`src/rtl/mopshub_uplink_arbiter_if.sv`:
```
// Signal bundle between the per-bus CAN receive paths and the shared MOPSHUB uplink.
// master is the arbiter side, slave is the bus/uplink environment side.
interface mopshub_uplink_arbiter_if #(
  parameter int N_BUSES = 8,
  parameter int DATA_W  = 76
);
  logic [N_BUSES-1:0]        bus_req;
  logic [N_BUSES*DATA_W-1:0] bus_frame;
  logic [N_BUSES-1:0]        bus_mask;
  logic [N_BUSES-1:0]        bus_ack;
  logic [DATA_W-1:0]         up_data;
  logic [4:0]                up_bus_id;
  logic                      up_valid;
  logic                      up_ready;
  logic                      busy;
  logic                      timeout_err;
  logic [15:0]               frame_cnt;
  logic [7:0]                drop_cnt;

  modport master (
    input  bus_req, bus_frame, bus_mask, up_ready,
    output bus_ack, up_data, up_bus_id, up_valid, busy, timeout_err, frame_cnt, drop_cnt
  );

  modport slave (
    output bus_req, bus_frame, bus_mask, up_ready,
    input  bus_ack, up_data, up_bus_id, up_valid, busy, timeout_err, frame_cnt, drop_cnt
  );
endinterface

```
`src/rtl/mopshub_uplink_arbiter.sv`:
```
// Round-robin arbiter sharing one MOPSHUB uplink between N CAN receive paths.
// A granted frame is held under valid/ready; a stalled uplink drops it after TIMEOUT_CYC.
module mopshub_uplink_arbiter #(
  parameter int N_BUSES     = 8,
  parameter int DATA_W      = 76,
  parameter int TIMEOUT_CYC = 1023
) (
  input logic                         clk,
  input logic                         rst,
  mopshub_uplink_arbiter_if.master    uif
);
  localparam int              IW       = $clog2(N_BUSES);
  localparam int              TW       = (TIMEOUT_CYC > 0) ? $clog2(TIMEOUT_CYC + 1) : 1;
  localparam logic [TW-1:0]   TO_VAL   = TW'(TIMEOUT_CYC);
  localparam bit              TO_EN    = (TIMEOUT_CYC != 0);
  localparam logic [IW-1:0]   LAST_RST = IW'(N_BUSES - 1);
  localparam logic [IW:0]     N_WIDE   = (IW+1)'(N_BUSES);

  typedef enum logic [1:0] {
    IDLE    = 2'd0,
    CAPTURE = 2'd1,
    SEND    = 2'd2
  } state_t;

  state_t              state_reg, state_next;
  logic [IW-1:0]       grant_idx_reg, grant_idx_next;
  logic [IW-1:0]       last_grant_reg, last_grant_next;
  logic [TW-1:0]       tmo_cnt_reg, tmo_cnt_next;
  logic [DATA_W-1:0]   up_data_reg, up_data_next;
  logic [4:0]          up_bus_id_reg, up_bus_id_next;
  logic                up_valid_reg, up_valid_next;
  logic [N_BUSES-1:0]  bus_ack_reg, bus_ack_next;
  logic                busy_reg;
  logic                timeout_err_reg, timeout_err_next;
  logic [15:0]         frame_cnt_reg, frame_cnt_next;
  logic [7:0]          drop_cnt_reg, drop_cnt_next;

  logic [N_BUSES-1:0]   eligible;
  logic [2*N_BUSES-1:0] elig_dbl;
  logic [N_BUSES-1:0]   elig_rot;
  logic [IW:0]          rr_off;
  logic [IW:0]          rr_sum;
  logic [IW-1:0]        rr_winner;
  logic [N_BUSES-1:0]   grant_onehot;
  logic [DATA_W-1:0]    frame_arr [2**IW];
  logic                 transfer;
  logic                 expire;

  assign eligible = uif.bus_req & uif.bus_mask;
  assign transfer = up_valid_reg & uif.up_ready;
  assign expire   = TO_EN && (tmo_cnt_reg == TO_VAL);

  // Unpack the flattened frame bus; padding entries keep the mux index power-of-two sized.
  generate
    for (genvar gi = 0; gi < 2**IW; gi++) begin : g_frame
      if (gi < N_BUSES) begin : g_live
        assign frame_arr[gi] = uif.bus_frame[gi*DATA_W +: DATA_W];
      end else begin : g_pad
        assign frame_arr[gi] = '0;
      end
    end
    for (genvar gi = 0; gi < N_BUSES; gi++) begin : g_onehot
      assign grant_onehot[gi] = (grant_idx_reg == IW'(gi));
    end
  endgenerate

  // Rotate the eligible set so bit 0 is last_grant+1, then take the lowest set bit.
  always_comb begin
    elig_dbl  = {eligible, eligible};
    elig_rot  = N_BUSES'(elig_dbl >> (last_grant_reg + 1'b1));
    rr_off    = '0;
    for (int i = N_BUSES - 1; i >= 0; i--) begin
      if (elig_rot[i]) rr_off = (IW+1)'(i);
    end
    rr_sum = {1'b0, last_grant_reg} + (IW+1)'(1) + rr_off;
    if (rr_sum >= N_WIDE) rr_sum = rr_sum - N_WIDE;
    rr_winner = rr_sum[IW-1:0];
  end

  always_ff @(posedge clk or posedge rst) begin
    if (rst) state_reg <= IDLE;
    else     state_reg <= state_next;
  end

  always_comb begin
    state_next = state_reg;
    case (state_reg)
      IDLE:    if (|eligible) state_next = CAPTURE;
      CAPTURE: state_next = SEND;
      SEND:    if (transfer || expire) state_next = IDLE;
      default: state_next = IDLE;
    endcase
  end

  always_comb begin
    grant_idx_next   = grant_idx_reg;
    last_grant_next  = last_grant_reg;
    tmo_cnt_next     = tmo_cnt_reg;
    up_data_next     = up_data_reg;
    up_bus_id_next   = up_bus_id_reg;
    up_valid_next    = up_valid_reg;
    bus_ack_next     = '0;
    timeout_err_next = 1'b0;
    frame_cnt_next   = frame_cnt_reg;
    drop_cnt_next    = drop_cnt_reg;
    case (state_reg)
      IDLE: begin
        if (|eligible) grant_idx_next = rr_winner;
      end
      CAPTURE: begin
        up_data_next    = frame_arr[grant_idx_reg];
        up_bus_id_next  = 5'(grant_idx_reg);
        up_valid_next   = 1'b1;
        bus_ack_next    = grant_onehot;
        last_grant_next = grant_idx_reg;
        tmo_cnt_next    = '0;
      end
      SEND: begin
        // A transfer in the expiry cycle takes priority over the drop.
        if (transfer) begin
          up_valid_next  = 1'b0;
          frame_cnt_next = frame_cnt_reg + 16'd1;
        end else if (expire) begin
          up_valid_next    = 1'b0;
          timeout_err_next = 1'b1;
          if (drop_cnt_reg != 8'hFF) drop_cnt_next = drop_cnt_reg + 8'd1;
        end else if (TO_EN) begin
          tmo_cnt_next = tmo_cnt_reg + 1'b1;
        end
      end
      default: ;
    endcase
  end

  always_ff @(posedge clk or posedge rst) begin
    if (rst) begin
      grant_idx_reg   <= '0;
      last_grant_reg  <= LAST_RST;
      tmo_cnt_reg     <= '0;
      up_data_reg     <= '0;
      up_bus_id_reg   <= '0;
      up_valid_reg    <= 1'b0;
      bus_ack_reg     <= '0;
      busy_reg        <= 1'b0;
      timeout_err_reg <= 1'b0;
      frame_cnt_reg   <= '0;
      drop_cnt_reg    <= '0;
    end else begin
      grant_idx_reg   <= grant_idx_next;
      last_grant_reg  <= last_grant_next;
      tmo_cnt_reg     <= tmo_cnt_next;
      up_data_reg     <= up_data_next;
      up_bus_id_reg   <= up_bus_id_next;
      up_valid_reg    <= up_valid_next;
      bus_ack_reg     <= bus_ack_next;
      busy_reg        <= (state_next != IDLE);
      timeout_err_reg <= timeout_err_next;
      frame_cnt_reg   <= frame_cnt_next;
      drop_cnt_reg    <= drop_cnt_next;
    end
  end

  assign uif.bus_ack     = bus_ack_reg;
  assign uif.up_data     = up_data_reg;
  assign uif.up_bus_id   = up_bus_id_reg;
  assign uif.up_valid    = up_valid_reg;
  assign uif.busy        = busy_reg;
  assign uif.timeout_err = timeout_err_reg;
  assign uif.frame_cnt   = frame_cnt_reg;
  assign uif.drop_cnt    = drop_cnt_reg;
endmodule

```
`src/flat_wrapper.sv`:
```
// flat-port wrapper written by rule: the top's interface ports become plain ports
module mopshub_uplink_arbiter_flat 
#(
  parameter int N_BUSES     = 8,
  parameter int DATA_W      = 76,
  parameter int TIMEOUT_CYC = 1023
)
  (clk, rst, uif_bus_req, uif_bus_frame, uif_bus_mask, uif_up_ready, uif_bus_ack, uif_up_data, uif_up_bus_id, uif_up_valid, uif_busy, uif_timeout_err, uif_frame_cnt, uif_drop_cnt);
  mopshub_uplink_arbiter_if #(.N_BUSES(N_BUSES), .DATA_W(DATA_W)) uif_i ();
  input logic clk;
  input logic rst;
  input wire logic [$bits(uif_i.bus_req)-1:0] uif_bus_req;
  input wire logic [$bits(uif_i.bus_frame)-1:0] uif_bus_frame;
  input wire logic [$bits(uif_i.bus_mask)-1:0] uif_bus_mask;
  input wire logic [$bits(uif_i.up_ready)-1:0] uif_up_ready;
  output wire logic [$bits(uif_i.bus_ack)-1:0] uif_bus_ack;
  output wire logic [$bits(uif_i.up_data)-1:0] uif_up_data;
  output wire logic [$bits(uif_i.up_bus_id)-1:0] uif_up_bus_id;
  output wire logic [$bits(uif_i.up_valid)-1:0] uif_up_valid;
  output wire logic [$bits(uif_i.busy)-1:0] uif_busy;
  output wire logic [$bits(uif_i.timeout_err)-1:0] uif_timeout_err;
  output wire logic [$bits(uif_i.frame_cnt)-1:0] uif_frame_cnt;
  output wire logic [$bits(uif_i.drop_cnt)-1:0] uif_drop_cnt;
  assign uif_i.bus_req = uif_bus_req;
  assign uif_i.bus_frame = uif_bus_frame;
  assign uif_i.bus_mask = uif_bus_mask;
  assign uif_i.up_ready = uif_up_ready;
  assign uif_bus_ack = uif_i.bus_ack;
  assign uif_up_data = uif_i.up_data;
  assign uif_up_bus_id = uif_i.up_bus_id;
  assign uif_up_valid = uif_i.up_valid;
  assign uif_busy = uif_i.busy;
  assign uif_timeout_err = uif_i.timeout_err;
  assign uif_frame_cnt = uif_i.frame_cnt;
  assign uif_drop_cnt = uif_i.drop_cnt;
  mopshub_uplink_arbiter #(.N_BUSES(N_BUSES), .DATA_W(DATA_W), .TIMEOUT_CYC(TIMEOUT_CYC)) u_core (.clk(clk), .rst(rst), .uif(uif_i));
endmodule
```
`config.mk`:
```
export PLATFORM = sky130hd
export DESIGN_NAME = mopshub_uplink_arbiter_flat
export DESIGN_NICKNAME = d
export VERILOG_FILES = /design/src/rtl/mopshub_uplink_arbiter_if.sv /design/src/rtl/mopshub_uplink_arbiter.sv /design/src/flat_wrapper.sv
export SDC_FILE = /design/constraint.sdc
export NUM_CORES = 1
export LEC_CHECK = 0
export ABC_CLOCK_PERIOD_IN_PS = 4600
export CAP_MARGIN = 20
export CORE_AREA = 2 2 288 290
export CTS_BUF_LIST = sky130_fd_sc_hd__clkbuf_2 sky130_fd_sc_hd__clkbuf_4 sky130_fd_sc_hd__clkbuf_8
export DETAILED_ROUTE_END_ITERATION = 10
export DIE_AREA = 0 0 290 292
export DONT_BUFFER_PORTS = 1
export SLEW_MARGIN = 40
export SYNTH_ARGS = -nofsm -noshare
export SYNTH_HDL_FRONTEND = slang
export SYNTH_SLANG_ARGS = --single-unit
```
`constraint.sdc`:
```
create_clock -name clk -period 4.6 [get_ports clk]
set_input_delay 0.46 -clock clk [delete_from_list [all_inputs] [get_ports clk]]
set_output_delay 0.46 -clock clk [all_outputs]
set_load 0.02 [all_outputs]
```
==> metrics.yaml <==
outcome:
  outcome: "complete, no violations"
grt:
  grt_overflow: 0
  grt_max_degree: 83
  grt_pass1_wl_mm: 75.40
  grt_usage_pct: 13.45
  grt_util_met1_pct: 16.23
  antenna_found_initial: 83
  grt-busiest-layer: "met2"
  met2_usage_pct: 18.38
  grt_pass1_vias: 7922
  use_met3_pct: 8.578
timing:
  final-max-slew-violation-count: 0
  rsz0062_at_grt: "false"
  holdWs_ps: 255.7
  tightestPinTransition_ps: 744.9
  fin_tns_setup_ps: 0
  fmax_mhz: 254.4
  hold_violations: 0
  max_slew_margin_pct: 50.34
  period_needed_ps: 3930
  clock_skew_ps: 22.93
  min_period_over_period_pct: 85.44
  fin_ws_ps: 669.6
  finalSetupViolCount: 0
floorplan:
  initial_core_util_pct: 12.28
  die_h_um: 292
  die_x_um: 290
  coreArea_um2: 81580
  pin_count: 743
  floorplan.rows: 105
  die-area_um2: 84680
worst_setup_path:
  end_kind: "flop"
  crit_required_ps: 5060
  worst-setup-path-type: "reg -> reg"
  startpoint_type: "flop"
  crit_fanout: 18
  r2r_slack_ps: 670
  cp_data_arrival_time_ps: 4390
  rr_worst_depth: 13
clock_network:
  cts_buffers: 17
  clkSlewWorstSetupHoldPaths_ps: 100
  cts_tree: "yes"
  h-tree-depth: 4
  cts.repair.resized: 0
  clock_path_buffers: 2
  cts-root-buf: "clkbuf_8"
  cts_sinks: 132
  clkLatencyLatePin_ps: 550
  cts_setup_buffers: 0
synthesis:
  synth_fa_ha_area_share_pct: 1.324
  ys_ff_latch: 132
  synthArstFlopShare_pct: 100.0
  synth_top_area_share_pct: 35.96
  synth_compound_area_share_pct: 6.169
  muxShareOfSynthArea_pct: 44.43
  synth_top_family_by_area: "multiplexers"
  synthTopCellsByArea: "mux4_2 (36%), dfrtp_1 (32%), mux2i_1 (7.8%)"
  yosysWarnings: 0
  yosys.area_share.simple_pct: 8.604
  synth_edf_count: 0
  yosysSeqAreaShare_pct: 33.00
  netlist.top_cell.by_area: "mux4_2"
  yosysUniqueCellTypes: 52
  syn_area_per_cell_um2: 12.40
  synth_area_um2: 10020
  syn-instance-count: 808
  ys.flop_type: "dfrtp_1"
  synthXorXnorAreaFrac_pct: 2.972
detailed_routing:
  wl_per_cell_um: 31.00
  routed_wl_mm: 58.80
  drc: 0
  vias: 7958
  drt_iter0_markers: 545
  viasPerCell: 4.195
  drt_pass1_iterations: 5
  ant_nets: 0
cells_and_area:
  postLayoutCellArea_um2: 11770
  fill_cells: 9131
  multi_input_area_um2: 6400
  fin_util_pct: 14.42
  fin_nets: 1411
  layout-drive-gt1-share_pct: 29.10
  regArea_um2: 3318
  syn_to_final_growth_pct: 17.44
  mostFrequentLayoutCells: "mux4_2 (160), dfrtp_1 (126), nor2_1 (107), a21oi_1 (83), mux2i_1 (78)"
  layout_commonest_cell: "mux4_2"
  largest_register_ffs: 76
  stdcell_count: 1897
placed_design:
  placed_area_um2: 11260
  place_hpwl_mm: 50.33
  io_buffer_count: 0
  place.detailed.instances: 1823
  pre_cts_slack_ps: 695.5
  gp_congestion: 1.121
pwr:
  p_leak_nw: 4.060
  p_total_mw: 8.384
  power_density_nw_per_um2: 712.5
  vdd_drop_max_mv: 0.3889
min_path:
  min_path_cells: 3
  min_path_type: "in -> reg"
flow_run:
  drv_cap: 0
-- area by class of cell --
class                      instances  share of cell area [%]
multi-input combinational        593                   54.39
sequential                       132                   28.20
tap                             1070                   11.38
clock buffer                      17                   1.988
timing repair buffer              15                   1.510
clock inverter                    15                   1.170
antenna                           40                  0.8506
inverter                          15                  0.5210
-- power breakdown --
part / internal [mW] / total, mW / switching [mW]
Clock: 0.397 / 1.05 / 0.653
Combinational: 2.25 / 4.50 / 2.25
Sequential: 1.61 / 2.84 / 1.23
Total: 4.26 / 8.38 / 4.13
-- path summary, 6_finish.rpt --
| check | from | end |
|---|---|---|
| setup / recovery | u_core.last_grant_reg[0] | u_core.grant_idx_reg[2] |
| hold / removal | uif_up_ready | u_core.uif.frame_cnt[0] |
| setup reg to reg | u_core.last_grant_reg[0] | u_core.grant_idx_reg[2] |
| hold reg to reg | u_core.last_grant_reg[1] | u_core.last_grant_reg[1] |
| max in group asynchronous | rst | u_core.grant_idx_reg[0] |
| min in group asynchronous | rst | u_core.uif.up_data[54] |
-- cells by family after synthesis --
logic type	Yosys count
xor gates and xnor gates	34
muxes	243
AOI/OAI and AO/OA	111
DFF	132
buffers and inverters	84
and+or+nand+nor	193
adders and majority gates	10
other	1
-- critical path, stage by stage (launching register included) --
cell and delay [ps]:
dfstp_2 480, ha_1 270, xnor2_2 550, mux4_2 450
mux2_2 310, a21oi_1 160, nor2_1 70, o221ai_1 240
ha_1 210, inv_1 50, fa_1 370, xor2_1 180
or4_4 420, o211ai_2 80
-- layer usage --
layer  share of wire (%)  vias up
met5                0.57        -
met3                  14      151
met4                 3.5       52
met2                  42      677
li1                    -     3145
met1                  40     3933
-- cells in the mapped netlist, types with 2 or more instances --
cell / number
mux4_2: 160
dfrtp_1: 129
nor2_1: 107
a21oi_1: 83
mux2i_1: 78
clkbuf_1: 36
nand2_1: 33
buf_1: 27
xnor2_1: 19
xor2_1: 15
inv_1: 14
nand4_1: 14
o21ai_0: 12
nand3_1: 11
ha_1: 9
and3_1: 6
mux2_2: 4
nand2b_1: 4
buf_6: 3
dfstp_2: 3
nand3b_1: 3
nor3_1: 3
a31oi_1: 2
and2_1: 2
buf_4: 2
nor2b_1: 2
o2111ai_1: 2
-- what timing repair did --
item                                   in CTS  in global routing
hold buffers                                1                  0
endpoints found under the hold margin      50                  0
setup endpoints to repair                   0                  0
Power figures use the tool's default switching activity.
